--- config.mk ---
export PLATFORM = sky130hd
export DESIGN_NAME = prog_writer
export DESIGN_NICKNAME = d
export VERILOG_FILES = /design/src/rtl/prog_writer.sv
export SDC_FILE = /design/constraint.sdc
export NUM_CORES = 1
export LEC_CHECK = 0
export ABC_AREA = 0
export CAP_MARGIN = 30
export CORE_UTILIZATION = 54
export DETAILED_ROUTE_END_ITERATION = 7
export PLACE_DENSITY = 0.74
export SETUP_SLACK_MARGIN = 0.02
export SYNTH_ARGS = -nofsm -noshare
export SYNTH_HDL_FRONTEND = slang
export SYNTH_SLANG_ARGS = --single-unit
export TNS_END_PERCENT = 50
--- constraint.sdc ---
create_clock -name clk -period 4.9 [get_ports clk]
set_input_delay 0.49 -clock clk [delete_from_list [all_inputs] [get_ports clk]]
set_output_delay 0.49 -clock clk [all_outputs]
set_load 0.03 [all_outputs]
--- src/rtl/prog_writer.sv ---
// ============================================================================
// Module      : prog_writer
// Description : Writable 2**ADDR_W x DATA_W program store with a streaming
//               valid/ready loader and a combinational fetch port.
// Revision    : 1.0 - initial release
// ============================================================================
`default_nettype none

module prog_writer #(
  parameter UUID       = 0,
  parameter NAME       = "",
  parameter int ADDR_W = 4,
  parameter int DATA_W = 8
) (
  input  logic              clk,
  input  logic              rst,
  input  logic              load_start,
  input  logic [ADDR_W-1:0] load_base,
  input  logic [ADDR_W:0]   load_len,
  input  logic              in_valid,
  input  logic [DATA_W-1:0] in_data,
  output logic              in_ready,
  output logic              busy,
  output logic              done,
  output logic              err,
  output logic [ADDR_W:0]   wr_count,
  input  logic [DATA_W-1:0] Input,
  output logic [DATA_W-1:0] Output
);

  localparam int              c_depth   = 2**ADDR_W;
  localparam logic [ADDR_W:0] c_max_len = c_depth[ADDR_W:0];
  localparam logic [ADDR_W:0] c_one     = {{ADDR_W{1'b0}}, 1'b1};

  typedef enum logic [1:0] {
    S_IDLE = 2'd0,
    S_LOAD = 2'd1,
    S_FIN  = 2'd2
  } state_t;

  state_t            r_state;
  logic [ADDR_W-1:0] r_addr;
  logic [ADDR_W:0]   r_remaining;
  logic [DATA_W-1:0] r_mem [c_depth];

  logic w_len_ok;
  logic w_xfer;
  logic w_unused;

  assign w_len_ok = (load_len != '0) && (load_len <= c_max_len);
  assign w_xfer   = (r_state == S_LOAD) && in_valid && in_ready;

  // Fetch sees the pre-edge array, so a same-cycle write is not forwarded.
  assign Output = r_mem[Input[ADDR_W-1:0]];

  // Upper fetch-address bits and the pass-through identifiers carry no logic.
  assign w_unused = ^{Input[DATA_W-1:ADDR_W], (UUID != 0), (NAME != "")};

  always_ff @(posedge clk or negedge rst) begin
    if (!rst) begin
      r_state     <= S_IDLE;
      r_addr      <= '0;
      r_remaining <= '0;
      in_ready    <= 1'b0;
      busy        <= 1'b0;
      done        <= 1'b0;
      err         <= 1'b0;
      wr_count    <= '0;
      for (int i = 0; i < c_depth; i++) begin
        r_mem[i] <= '0;
      end
    end else begin
      done <= 1'b0;
      err  <= 1'b0;
      case (r_state)
        S_IDLE: begin
          if (load_start) begin
            if (w_len_ok) begin
              r_addr      <= load_base;
              r_remaining <= load_len;
              wr_count    <= '0;
              in_ready    <= 1'b1;
              busy        <= 1'b1;
              r_state     <= S_LOAD;
            end else begin
              err <= 1'b1;
            end
          end
        end
        S_LOAD: begin
          if (w_xfer) begin
            r_mem[r_addr] <= in_data;
            r_addr        <= r_addr + 1'b1;
            r_remaining   <= r_remaining - c_one;
            wr_count      <= wr_count + c_one;
            if (r_remaining == c_one) begin
              in_ready <= 1'b0;
              busy     <= 1'b0;
              done     <= 1'b1;
              r_state  <= S_FIN;
            end
          end
        end
        S_FIN: begin
          r_state <= S_IDLE;
        end
        default: begin
          in_ready <= 1'b0;
          busy     <= 1'b0;
          r_state  <= S_IDLE;
        end
      endcase
    end
  end

endmodule

`default_nettype wire

# Word-level counts from Yosys, hierarchy flattened
# Index checks and enable logic that the tools add are counted.
# Widths: inputs -> output; s select.
[op_classes] n_addsub=3 n_lt_le_gt_ge=4 eq_ne=7 n_mux=34 n_bitwise=3 reduce_logical=11
[op_table] op="$bwmux 128" count=1
[op_table] op="$bmux 8 s4" count=1
[op_table] op="$demux 8 s4" count=1
[op_table] op="$mux 5" count=6
[op_table] op="$mux 8" count=3
[op_table] op="$pmux 5 s2" count=2
[op_table] op="$mux 4" count=3
[op_table] op="$ge 5x5->1 const B" count=2
[op_table] op="$mux 1" count=10
[op_table] op="$not 4->5" count=2
[op_table] op="$mux 2" count=4
[op_table] op="$pmux 4 s2" count=1
[op_table] op="$reduce_and 4->1" count=2
[op_table] op="$ne 2x2->1 const B" count=3
[op_table] op="$add 5x1->5 const B" count=1
[op_table] op="$eq 5x1->1 const B" count=1
[op_table] op="$le 5x5->1 const B" count=1
[op_table] op="$lt 5x1->1 const B" count=1
[op_table] op="$reduce_and 5->1" count=1
[op_table] op="$reduce_bool 5->1" count=1
[op_table] op="$sub 5x1->5 const B" count=1
[op_table] op="$add 4x1->4 const B" count=1
[op_table] op="$logic_and 1x1->1" count=4
[op_table] op="$pmux 2 s2" count=1
[op_table] op="other kinds (8)" count=8
[word_totals] ff_bits=147 in_bits=29 output_inout_bits=17 wordCells=85

# Logic depth before layout (Yosys ltp)
# Gate-level depths: netlist (run 1).
[logic_depth] ltp_word=6 depth_mapped=6 ltp_nobuf=5

# Least setup slack after synthesis (run 1)
# OpenSTA, ideal clock, no wires.
[synth_path] kind="input -> output" start="input Input[0]" end="output Output[1]" t_arrival_ns=1.835 required_time_ns=4.410 path_slack_ns=2.575 stages=5 path_buffers=2 path_cell_list="buf_2 buf_2 mux4_2 a22oi_1 nand2_1"
[synth_between] elab_chain_len=4
[synth_rtl] item="start, declared" line_no="27" source="input logic [DATA_W-1:0] Input,"
[synth_rtl] item="$not 4->5 (not written as such)" line_no="54" source="assign Output = r_mem[Input[ADDR_W-1:0]];"
[synth_rtl] item="$bmux 8 s4" line_no="54"
[synth_rtl] item="$mux 8 (not written as such) (2 in series)" line_no="54"
[synth_rtl] item="end, declared" line_no="28" source="output logic [DATA_W-1:0] Output"
# No other way between the ends. The select of a mux whose other input is x is not followed.

# Worst setup path in the final report (run 1)
[layout_path] start="input Input[0]" end="output Output[6]"
# The elaborated chain is that of the path after synthesis.

==> metrics.md, run 1 <==
| Metric | Value |
|---|---|
| Relative slew slack | `40.98%` |
| DP Wirelength | `9.134 mm` |
| Avg Cell Area, Syn | `15.03 um^2` |
| Drt wl/cell | `20.68 um` |
| Synthesized instance count | `467` |
| Hold Crit Class | `primary input to asynchronous set/reset pin` |
| CP Max Fanout | `18` |
| Worst hold slack | `-0.008746 ns` |
| Non-filler cells, final | `687` |
| Vias per inst | `6.032` |
| Clock buffer depth | `2` |
| Setup crit end kind | `output pin` |
| DRT antenna net count | `0` |
| # Post-CTS Setup Buffers | `0` |
| Endpoints failing hold | `4` |
| Worst Skew | `0.004376 ns` |
| CP required | `4.41 ns` |
| Post-synthesis sequential area ratio | `52.43%` |
| P per Cell Area | `491.0 nW/um^2` |
| Worst EP arrival | `2.84 ns` |
| Fmax | `300.6 MHz` |
| RePlAce Congestion | `0.7706` |
| RSZ-0062 raised after global routing | `no` |
| Endpoints failing setup | `0` |
| H-tree levels | `4` |
| Max-cap viol count | `0` |
| Die X | `116.0 um` |
| Final net count | `538` |
| PortBufs | `41` |
| Via count | `4144` |
| Dpl cells | `654` |
| Total grt overflow | `0` |
| #FFs+latches synth | `147` |
| Core box area | `12620 um^2` |
| Failing checks | `negative hold slack` |
| Share of flip-flops with an asynchronous set or reset | `100.0%` |
| Largest net degree at the start of global routing | `113` |
| Least-Margin Pin Slew | `0.8853 ns` |
| Boundary Pins | `46` |
| Post-synth top flop | `dfrtp_1` |
| CTS tree | `built` |
| Initial Util | `55.60%` |
| Worst Setup Path Type | `primary input to output pin` |
| Detailed router's first-iteration violation count | `248` |
| Synth cell types | `47` |
| Setup TNS | `0 ns` |
| Die area | `13450 um^2` |
| DRC | `0` |
| Vias in the first global route | `4324` |
| Worst-path clk slew | `0.06 ns` |
| Die height | `116.0 um` |
| GRT Util Overall | `23.47%` |
| Max-slew violations | `0` |
| Syn Nets | `503` |
| Fin crit share | `67.90%` |
| First-pass GRT wire length | `23.16 mm` |
| Design area | `8200 um^2` |
| Number of buffers created by CTS | `17` |
| Status | `complete, but fails checks` |
| Startpoint Class | `primary input` |
| Share of layout cells above drive strength 1 | `42.52%` |
| EDFF count, synth | `0` |
| Num rows | `41` |
| Mapped cell area | `7017 um^2` |
| Layout filler cell count | `923` |
| Hold buffer count at CTS | `0` |
| Post-cts sizing count | `0` |
| Final Critical Period | `3.327 ns` |
| Syn-to-layout area delta | `16.87%` |
| Total power | `4.027 mW` |
| Placed Instance Area | `7510 um^2` |
| Root buf cell | `clkbuf_16` |
| Antenna violations before repair | `0` |
| Peak VDD IR | `0.0002829 V` |
| LEAKAGE | `3.804 nW` |
| Clk Latency, worst-skew pair | `0.42 ns` |
| Yosys warns | `0` |
| WL final | `14.21 mm` |
| TritonRoute pass-1 iters | `4` |
| Antenna Cells | `0` |
| Sink Count | `147` |
-- layer usage --
metal  vias up  routed length, um  track usage [%]
met3        19                627            4.916
met5         -                  0                0
met4         0                183            8.034
li1       1835                  -                -
met2        96               6941            37.22
met1      2194               6454            32.36
-- logic make-up (layout without fill, tap and decap cells) --
logic type	Yosys count	count (layout)	share of synthesized area, %
compound gates	42	42	4.209
mux	163	163	31.69
flops	147	147	52.43
xor+xnor	3	3	0.3745
simple gates	69	69	7.454
buf+inv	36	84	2.603
fa+ha+maj	7	7	1.248
-- cells in the mapped netlist (all sizes together), types with 2 or more instances --
cell    count  area (um^2)
nand2      17        63.81
clkbuf     14        52.55
nand4       6        62.56
nor4b       2        17.52
xor2        2        17.52
o221ai      3        26.28
mux2      129         1483
inv         6        22.52
nor2        9        38.79
ha          7        87.58
a22oi      18        135.1
buf        16        107.6
o22ai       2        12.51
mux4       32        720.7
o21ai       5        25.02
dfrtp     147         3679
and4b       3        30.03
nand3      19        222.7
nor2b       4        25.02
nor3        3        15.01
mux2i       2        20.02
a21oi       6        30.03
-- power by group --
part,internal (mW),switching (mW)
clock,0.949,0.500
combinational,0.491,0.379
sequential,1.53,0.182
-- cell usage in the layout, fill, tap and decap left out, drive strengths merged, types with 3 or more instances in the layout --
cell type	n
dfrtp	147
mux2	129
clkdlybuf4s50	39
mux4	32
nand3	19
a22oi	18
nand2	17
clkbuf	17
nor2	9
ha	7
buf	7
inv	6
a21oi	6
bufinv	6
nand4	6
o21ai	5
clkinvlp	5
nor2b	4
clkinv	4
nor3	3
o221ai	3
and4b	3
-- stage by stage --
step / setup WS (ns) / util, %
after floorplan: 2.575 / -
after global placement: 1.552 / 59.51
after detailed placement: 1.548 / 59.51
after CTS: 1.543 / 64.76
after global routing: 1.445 / 64.98
final: 1.573 / 64.98
-- area by class of cell --
type                            count  area [um^2]  share of cell area, %
Clock buffer                       17        425.4                  5.188
Sequential cell                   147         3679                  44.86
Timing Repair Buffer               46        464.2                  5.661
Tap cell                          172        215.2                  2.624
Inverter                            6        22.52                 0.2746
Multi-Input combinational cell    284         3157                  38.50
Clock inverter                     15        237.7                  2.899
-- registers in the layout (all words and copies together), names as in the netlist --
| signal | flops |
|---|---|
| busy | 1 |
| r_mem | 128 |
| r_remaining | 5 |
| r_addr | 4 |
| err | 1 |
| done | 1 |
| r_state | 2 |
| wr_count | 5 |
-- worst paths after layout --
kind                       startpoint         end  slack, ns  depth (start not counted)
min                               rst  r_mem[126]     -0.009                          1
max                          Input[0]   Output[6]       1.57                          6
max in group asynchronous         rst    r_mem[3]       3.75                          3
max reg2reg                r_state[1]   r_mem[66]       2.52                          3
min reg2reg                r_mem[103]  r_mem[103]       0.49                          1
min in group clk           r_mem[103]  r_mem[103]       0.49                          1
-- worst max-delay path: stages --
cell and delay, ns:
buf_2 0.52, buf_4 0.35, mux4_2 0.52, a22oi_1 0.26, nand2_1 0.09, clkdlybuf4s50_1 0.59
(Power assumes the default switching activity.)
==> run 2: changes to the inputs <==
==> constraint.sdc (replaced) <==
create_clock -name clk -period 3.3 [get_ports clk]
set_input_delay 0.33 -clock clk [delete_from_list [all_inputs] [get_ports clk]]
set_output_delay 0.33 -clock clk [all_outputs]
set_load 0.03 [all_outputs]
==> run 2 against run 1 <==
Against the previous run:
- the flow still finishes with violations (negative hold slack)
- final area is 0.78% higher
- clock skew is 0.0015 ns higher
- register-to-register slack worse by 1.4 ns
- setup slack got worse by 1.1 ns
- final cell count grew 0.73%
- hold slack got worse by 0.030 ns
- combinational power grew 49%
- wire length up 2.1%
- critical path type unchanged
- critical endpoint is now Output[7]
- highest routed layer unchanged
==> metrics.md, run 2 (synthesis results as in run 1) <==
| Metric | Value |
|---|---|
| Initial Util | `55.60%` |
| Worst EP arrival | `2.46 ns` |
| Final core utilization | `65.49%` |
| Vias in the first global route | `4367` |
| DP Wirelength | `9.361 mm` |
| Post-cts sizing count | `0` |
| Die X | `116.0 um` |
| Startpoint Class | `primary input` |
| Via count | `4123` |
| Endpoints failing setup | `0` |
| Share of layout cells above drive strength 1 | `42.88%` |
| Largest Register | `r_mem` |
| Sink Count | `147` |
| PortBufs | `41` |
| Setup TNS | `0 ns` |
| LEAKAGE | `3.860 nW` |
| TritonRoute pass-1 iters | `4` |
| Die area | `13450 um^2` |
| DRT antenna net count | `0` |
| Peak VDD IR | `0.0005066 V` |
| Crit path from | `Input[1]` |
| Max-cap viol count | `0` |
| Number of buffers created by CTS | `17` |
| Worst hold slack | `-0.03857 ns` |
| Crit-path cells | `clkdlybuf4s50_1 -> buf_12 -> mux4_2 -> a22oi_1 -> nand2_1 -> clkdlybuf4s50_1` |
| Status | `complete, but fails checks` |
| Num rows | `41` |
| Combinational power share | `21.5%` |
| Worst path max stage delay | `0.61 ns` |
| P per Cell Area | `732.1 nW/um^2` |
| Vias per inst | `5.958` |
| Worst Skew | `0.005923 ns` |
| Reg2Reg Launch Point | `r_state[1]` |
| H-tree levels | `4` |
| GRT Util Overall | `23.93%` |
| Largest net degree at the start of global routing | `92` |
| CP required | `2.97 ns` |
| Fmax | `357.8 MHz` |
| Failing checks | `negative hold slack` |
| Final Critical Period | `2.795 ns` |
| Root buf cell | `clkbuf_16` |
| Setup crit end kind | `output pin` |
| P_int | `4.493 mW` |
| Worst Setup Path Type | `primary input to output pin` |
| RSZ-0062 raised after global routing | `no` |
| Clk pwr share | `36.4%` |
| Endpoints failing hold | `21` |
| Hold Crit Class | `primary input to asynchronous set/reset pin` |
| Most frequent cells in the layout | `dfrtp_1, mux2_2, clkdlybuf4s50_1` |
| Clock buffer depth | `2` |
| Least-Margin Pin Slew | `0.8338 ns` |
| Placement Setup Slack | `0.5290 ns` |
| Net Sw Frac | `25.74%` |
| DRC | `0` |
| Boundary Pins | `46` |
| First-pass GRT wire length | `23.20 mm` |
| Core box area | `12620 um^2` |
| Largest registers | `r_mem x128, r_remaining x5, wr_count x5` |
| Clk Latency, worst-skew pair | `0.42 ns` |
| Total grt overflow | `0` |
| Fin crit share | `84.69%` |
| Worst-path clk slew | `0.06 ns` |
| RePlAce Congestion | `0.7542` |
| # Post-CTS Setup Buffers | `0` |
| Hold buffer count at CTS | `0` |
| CTS tree | `built` |
| Relative slew slack | `44.41%` |
| Syn-to-layout area delta | `17.78%` |
| Drt wl/cell | `20.96 um` |
| Final net count | `543` |
| Setup ws final | `0.5053 ns` |
| Antenna Cells | `0` |
| Seq pwr share | `42.1%` |
| Slowest cell on the critical path | `clkdlybuf4s50_1` |
| Max-slew violations | `0` |
| Detailed router's first-iteration violation count | `216` |
| CP Max Fanout | `32` |
| Antenna violations before repair | `0` |
| CP dominant cell by count | `clkdlybuf4s50_1` |
| Switching pwr | `1.557 mW` |
| WL final | `14.50 mm` |
| Commonest non-fill, non-tap cell in the layout | `dfrtp_1` |
| Largest register FFs | `128` |
| Die height | `116.0 um` |
## run 2: critical path: cells and delay by family
kind                   cells  cell delay [ns]
AND/OR/NAND/NOR            1             0.13
buffers and inverters      3             1.37
multiplexers               1             0.32
AO/OA/AOI/OAI              1             0.31
## run 2: layout make-up
type,instances,area (um^2)
fillers,933,4355
flip-flops and latches,147,3679
multi-input cells,284,3157
repair buffers,51,506.7
clock buffers,22,484.2
well taps,172,215.2
clock inverters,10,200.2
inverters,6,22.52
## run 2: worst paths after layout
check                             endpoint  cells after the start  slack [ns]
max in group asynchronous        r_mem[92]                      2        2.39
worst max register to register   r_mem[26]                      3        1.11
worst max-delay path             Output[7]                      6        0.51
worst min register to register  r_mem[103]                      1        0.49
worst min-delay path            r_mem[126]                      1       -0.04
min in group clk                r_mem[103]                      1        0.49
## run 2: stage by stage
stage | instance area (um^2) | instances | power [mW]
3_5_place_dp | 7580 | 660 | 3.871
6_report | 8264 | 692 | 6.051
2_1_floorplan | 7017 | 467 | 3.474
4_1_cts | 8264 | 692 | 6.093
3_3_place_gp | 7580 | 660 | 3.780
5_1_grt | 8264 | 692 | 6.307
## run 2: power by group through the flow
stage	registers (mW)	clock network [mW]	logic (mW)
2_1_floorplan	2.50	0	0.977
3_3_place_gp	2.52	0	1.26
3_5_place_dp	2.57	0	1.30
4_1_cts	2.54	2.24	1.32
5_1_grt	2.60	2.30	1.41
6_report	2.55	2.20	1.30
## run 2: routing by layer
layer  vias to the layer above  wire (um)  global-route usage, %
met5                         -          0                      0
met4                         0        131                  7.179
met3                        18        604                  5.021
met2                        91       7207                  38.93
met1                      2161       6557                  32.54
li1                       1853          -                      -
==> run 3: changes to the inputs <==
--- a/config.mk
+++ b/config.mk
@@ -7,9 +7,9 @@
 export LEC_CHECK = 0
 export ABC_AREA = 0
 export CAP_MARGIN = 30
-export CORE_UTILIZATION = 54
+export CORE_UTILIZATION = 53
 export DETAILED_ROUTE_END_ITERATION = 7
-export PLACE_DENSITY = 0.74
+export PLACE_DENSITY = 0.76
 export SETUP_SLACK_MARGIN = 0.02
 export SYNTH_ARGS = -nofsm -noshare
 export SYNTH_HDL_FRONTEND = slang
==> constraint.sdc (replaced) <==
create_clock -name clk -period 2.36 [get_ports clk]
set_input_delay 0.236 -clock clk [delete_from_list [all_inputs] [get_ports clk]]
set_output_delay 0.236 -clock clk [all_outputs]
set_load 0.03 [all_outputs]
==> run 3 against run 2 <==
Against the previous run:
- the run now ends clean
- clock skew barely moved
- setup slack got worse by 0.39 ns
- clock power rose by 29%
- core utilization fell by 0.32 points
- die area rose by 1.9%
- largest cell class unchanged
- register-to-register slack got worse by 0.66 ns
- power rose by 36%
- sequential cell count did not move
- non-clock buffer count rose by 10
- largest power group unchanged
- count of clock-buffer cells in the layout did not move
- global-route usage fell by 0.20 points
==> metrics.md, run 3 (synthesis results as in run 1) <==
| Metric | Value |
|---|---|
| Status | `complete, no violations` |
| Largest register FFs | `128` |
| RSZ-0062 raised after global routing | `no` |
| Net Sw Frac | `26.85%` |
| Final Critical Period | `2.247 ns` |
| Worst hold slack | `0.3662 ns` |
| Boundary Pins | `46` |
| Most frequent cells in the layout | `dfrtp_1, mux2_2, mux4_2` |
| Worst-path clk slew | `0.06 ns` |
| Fin crit share | `95.22%` |
| Non-filler cells, final | `702` |
| Largest net degree at the start of global routing | `62` |
| Layout filler cell count | `925` |
| WL final | `14.65 mm` |
| Syn-to-layout area delta | `18.63%` |
| Core box area | `12770 um^2` |
| Fmax | `445.0 MHz` |
| Setup ws final | `0.1127 ns` |
| CP Max Fanout | `2` |
| Dpl cells | `668` |
| DRC | `0` |
| Switching pwr | `2.206 mW` |
| PortBufs | `41` |
| RePlAce Congestion | `0.7855` |
| CP required | `2.12 ns` |
| Antenna Cells | `0` |
| Worst Setup Path Type | `register to output pin` |
| Worst path max stage delay | `0.46 ns` |
| Worst Skew | `0.005594 ns` |
| Slowest cell on the critical path | `mux4_2` |
| Peak VDD IR | `0.0005757 V` |
| Clock buffer depth | `2` |
| Sink Count | `147` |
| Startpoint Class | `register` |
| Worst EP arrival | `2.01 ns` |
| Placement Setup Slack | `-0.1849 ns` |
| Initial Util | `54.93%` |
| Clk pwr share | `34.5%` |
| Total power | `8.215 mW` |
| Detailed router's first-iteration violation count | `345` |
| Via count | `4189` |
| Setup crit end kind | `output pin` |
| Final net count | `553` |
| Relative slew slack | `58.59%` |
| P per Cell Area | `986.8 nW/um^2` |
| First-pass GRT wire length | `23.74 mm` |
| TritonRoute pass-1 iters | `5` |
| DP Wirelength | `9.473 mm` |
| Vias per inst | `5.967` |
| Die area | `13700 um^2` |
| DRT antenna net count | `0` |
| Max-slew violations | `0` |
| Number of buffers created by CTS | `17` |
| Design area | `8324 um^2` |
| Endpoints failing hold | `0` |
| Die X | `117.1 um` |
| Least-Margin Pin Slew | `0.6192 ns` |
| Share of layout cells above drive strength 1 | `43.40%` |
| Largest Register | `r_mem` |
| CTS tree | `built` |
| Hold Crit Class | `primary input to asynchronous set/reset pin` |
| Crit-path cells | `mux4_2 -> a22oi_1 -> nand2_1 -> dlygate4sd2_1` |
| Final core utilization | `65.17%` |
| Max-cap viol count | `0` |
| Vias in the first global route | `4492` |
| Clk Latency, worst-skew pair | `0.42 ns` |
| P_int | `6.009 mW` |
| Die height | `117.1 um` |
| Drt wl/cell | `20.86 um` |
| GRT Util Overall | `23.73%` |
| Endpoints failing setup | `0` |
| Root buf cell | `clkbuf_16` |
| Total grt overflow | `0` |
| Combinational power share | `22.2%` |
| Commonest non-fill, non-tap cell in the layout | `dfrtp_1` |
| Seq pwr share | `43.4%` |
| Num rows | `41` |
| H-tree levels | `4` |
| Antenna violations before repair | `0` |
| Largest registers | `r_mem x128, r_remaining x5, wr_count x5` |
| Placed Instance Area | `7677 um^2` |
| Setup TNS | `0 ns` |
| LEAKAGE | `3.927 nW` |
run 3: layout make-up:
type	count	area [um^2]	area share, %
repair buffers	61	631.9	7.591
clock inverters	10	155.1	1.864
well taps	172	215.2	2.585
inverters	6	22.52	0.2706
clock buffers	22	464.2	5.576
multi-input cells	284	3157	37.92
flip-flops and latches	147	3679	44.19
run 3: power groups by stage:
stage	Combinational [mW]	Clock (mW)	Sequential, mW
floorplan	1.37	0	3.49
global placement	1.78	0	3.53
detailed placement	1.85	0	3.59
CTS	1.83	2.86	3.56
global route	1.98	2.98	3.65
finish	1.82	2.83	3.56
run 3: critical path: cells and delay by family, from the launching register on:
| kind | cells | cell delay [ns] |
|---|---|---|
| buf+inv | 1 | 0.36 |
| compound gates | 1 | 0.30 |
| flops | 1 | 0.38 |
| mux | 1 | 0.46 |
| simple gates | 1 | 0.10 |
run 3: final timing paths:
path / from / to / slack (ns) / cells after the start
max reg2reg: r_state[1] / r_mem[3] / 0.45 / 4
min: rst / r_mem[62] / 0.37 / 2
min in group clk: load_base[1] / r_addr[1] / 0.39 / 3
max in group asynchronous: rst / r_mem[57] / 1.21 / 3
min reg2reg: r_mem[65] / r_mem[65] / 0.50 / 1
max: r_mem[4] / Output[4] / 0.11 / 4
run 3: timing repair:
item,CTS,global route
endpoints found under the hold margin,59,0
hold buffers,1,0
setup endpoints to repair,8,3
cloned,0,1
resized for setup,8,1
setup buffers,0,0
run 3: metal layers:
layer	part of all wire (%)	vias up	track usage [%]	wire, um
met1	46	2242	31.78	6759
li1	-	1864	-	-
met5	0	-	0	0
met2	50	73	38.74	7256
met4	0.77	0	7.089	113
met3	3.5	10	5.716	517
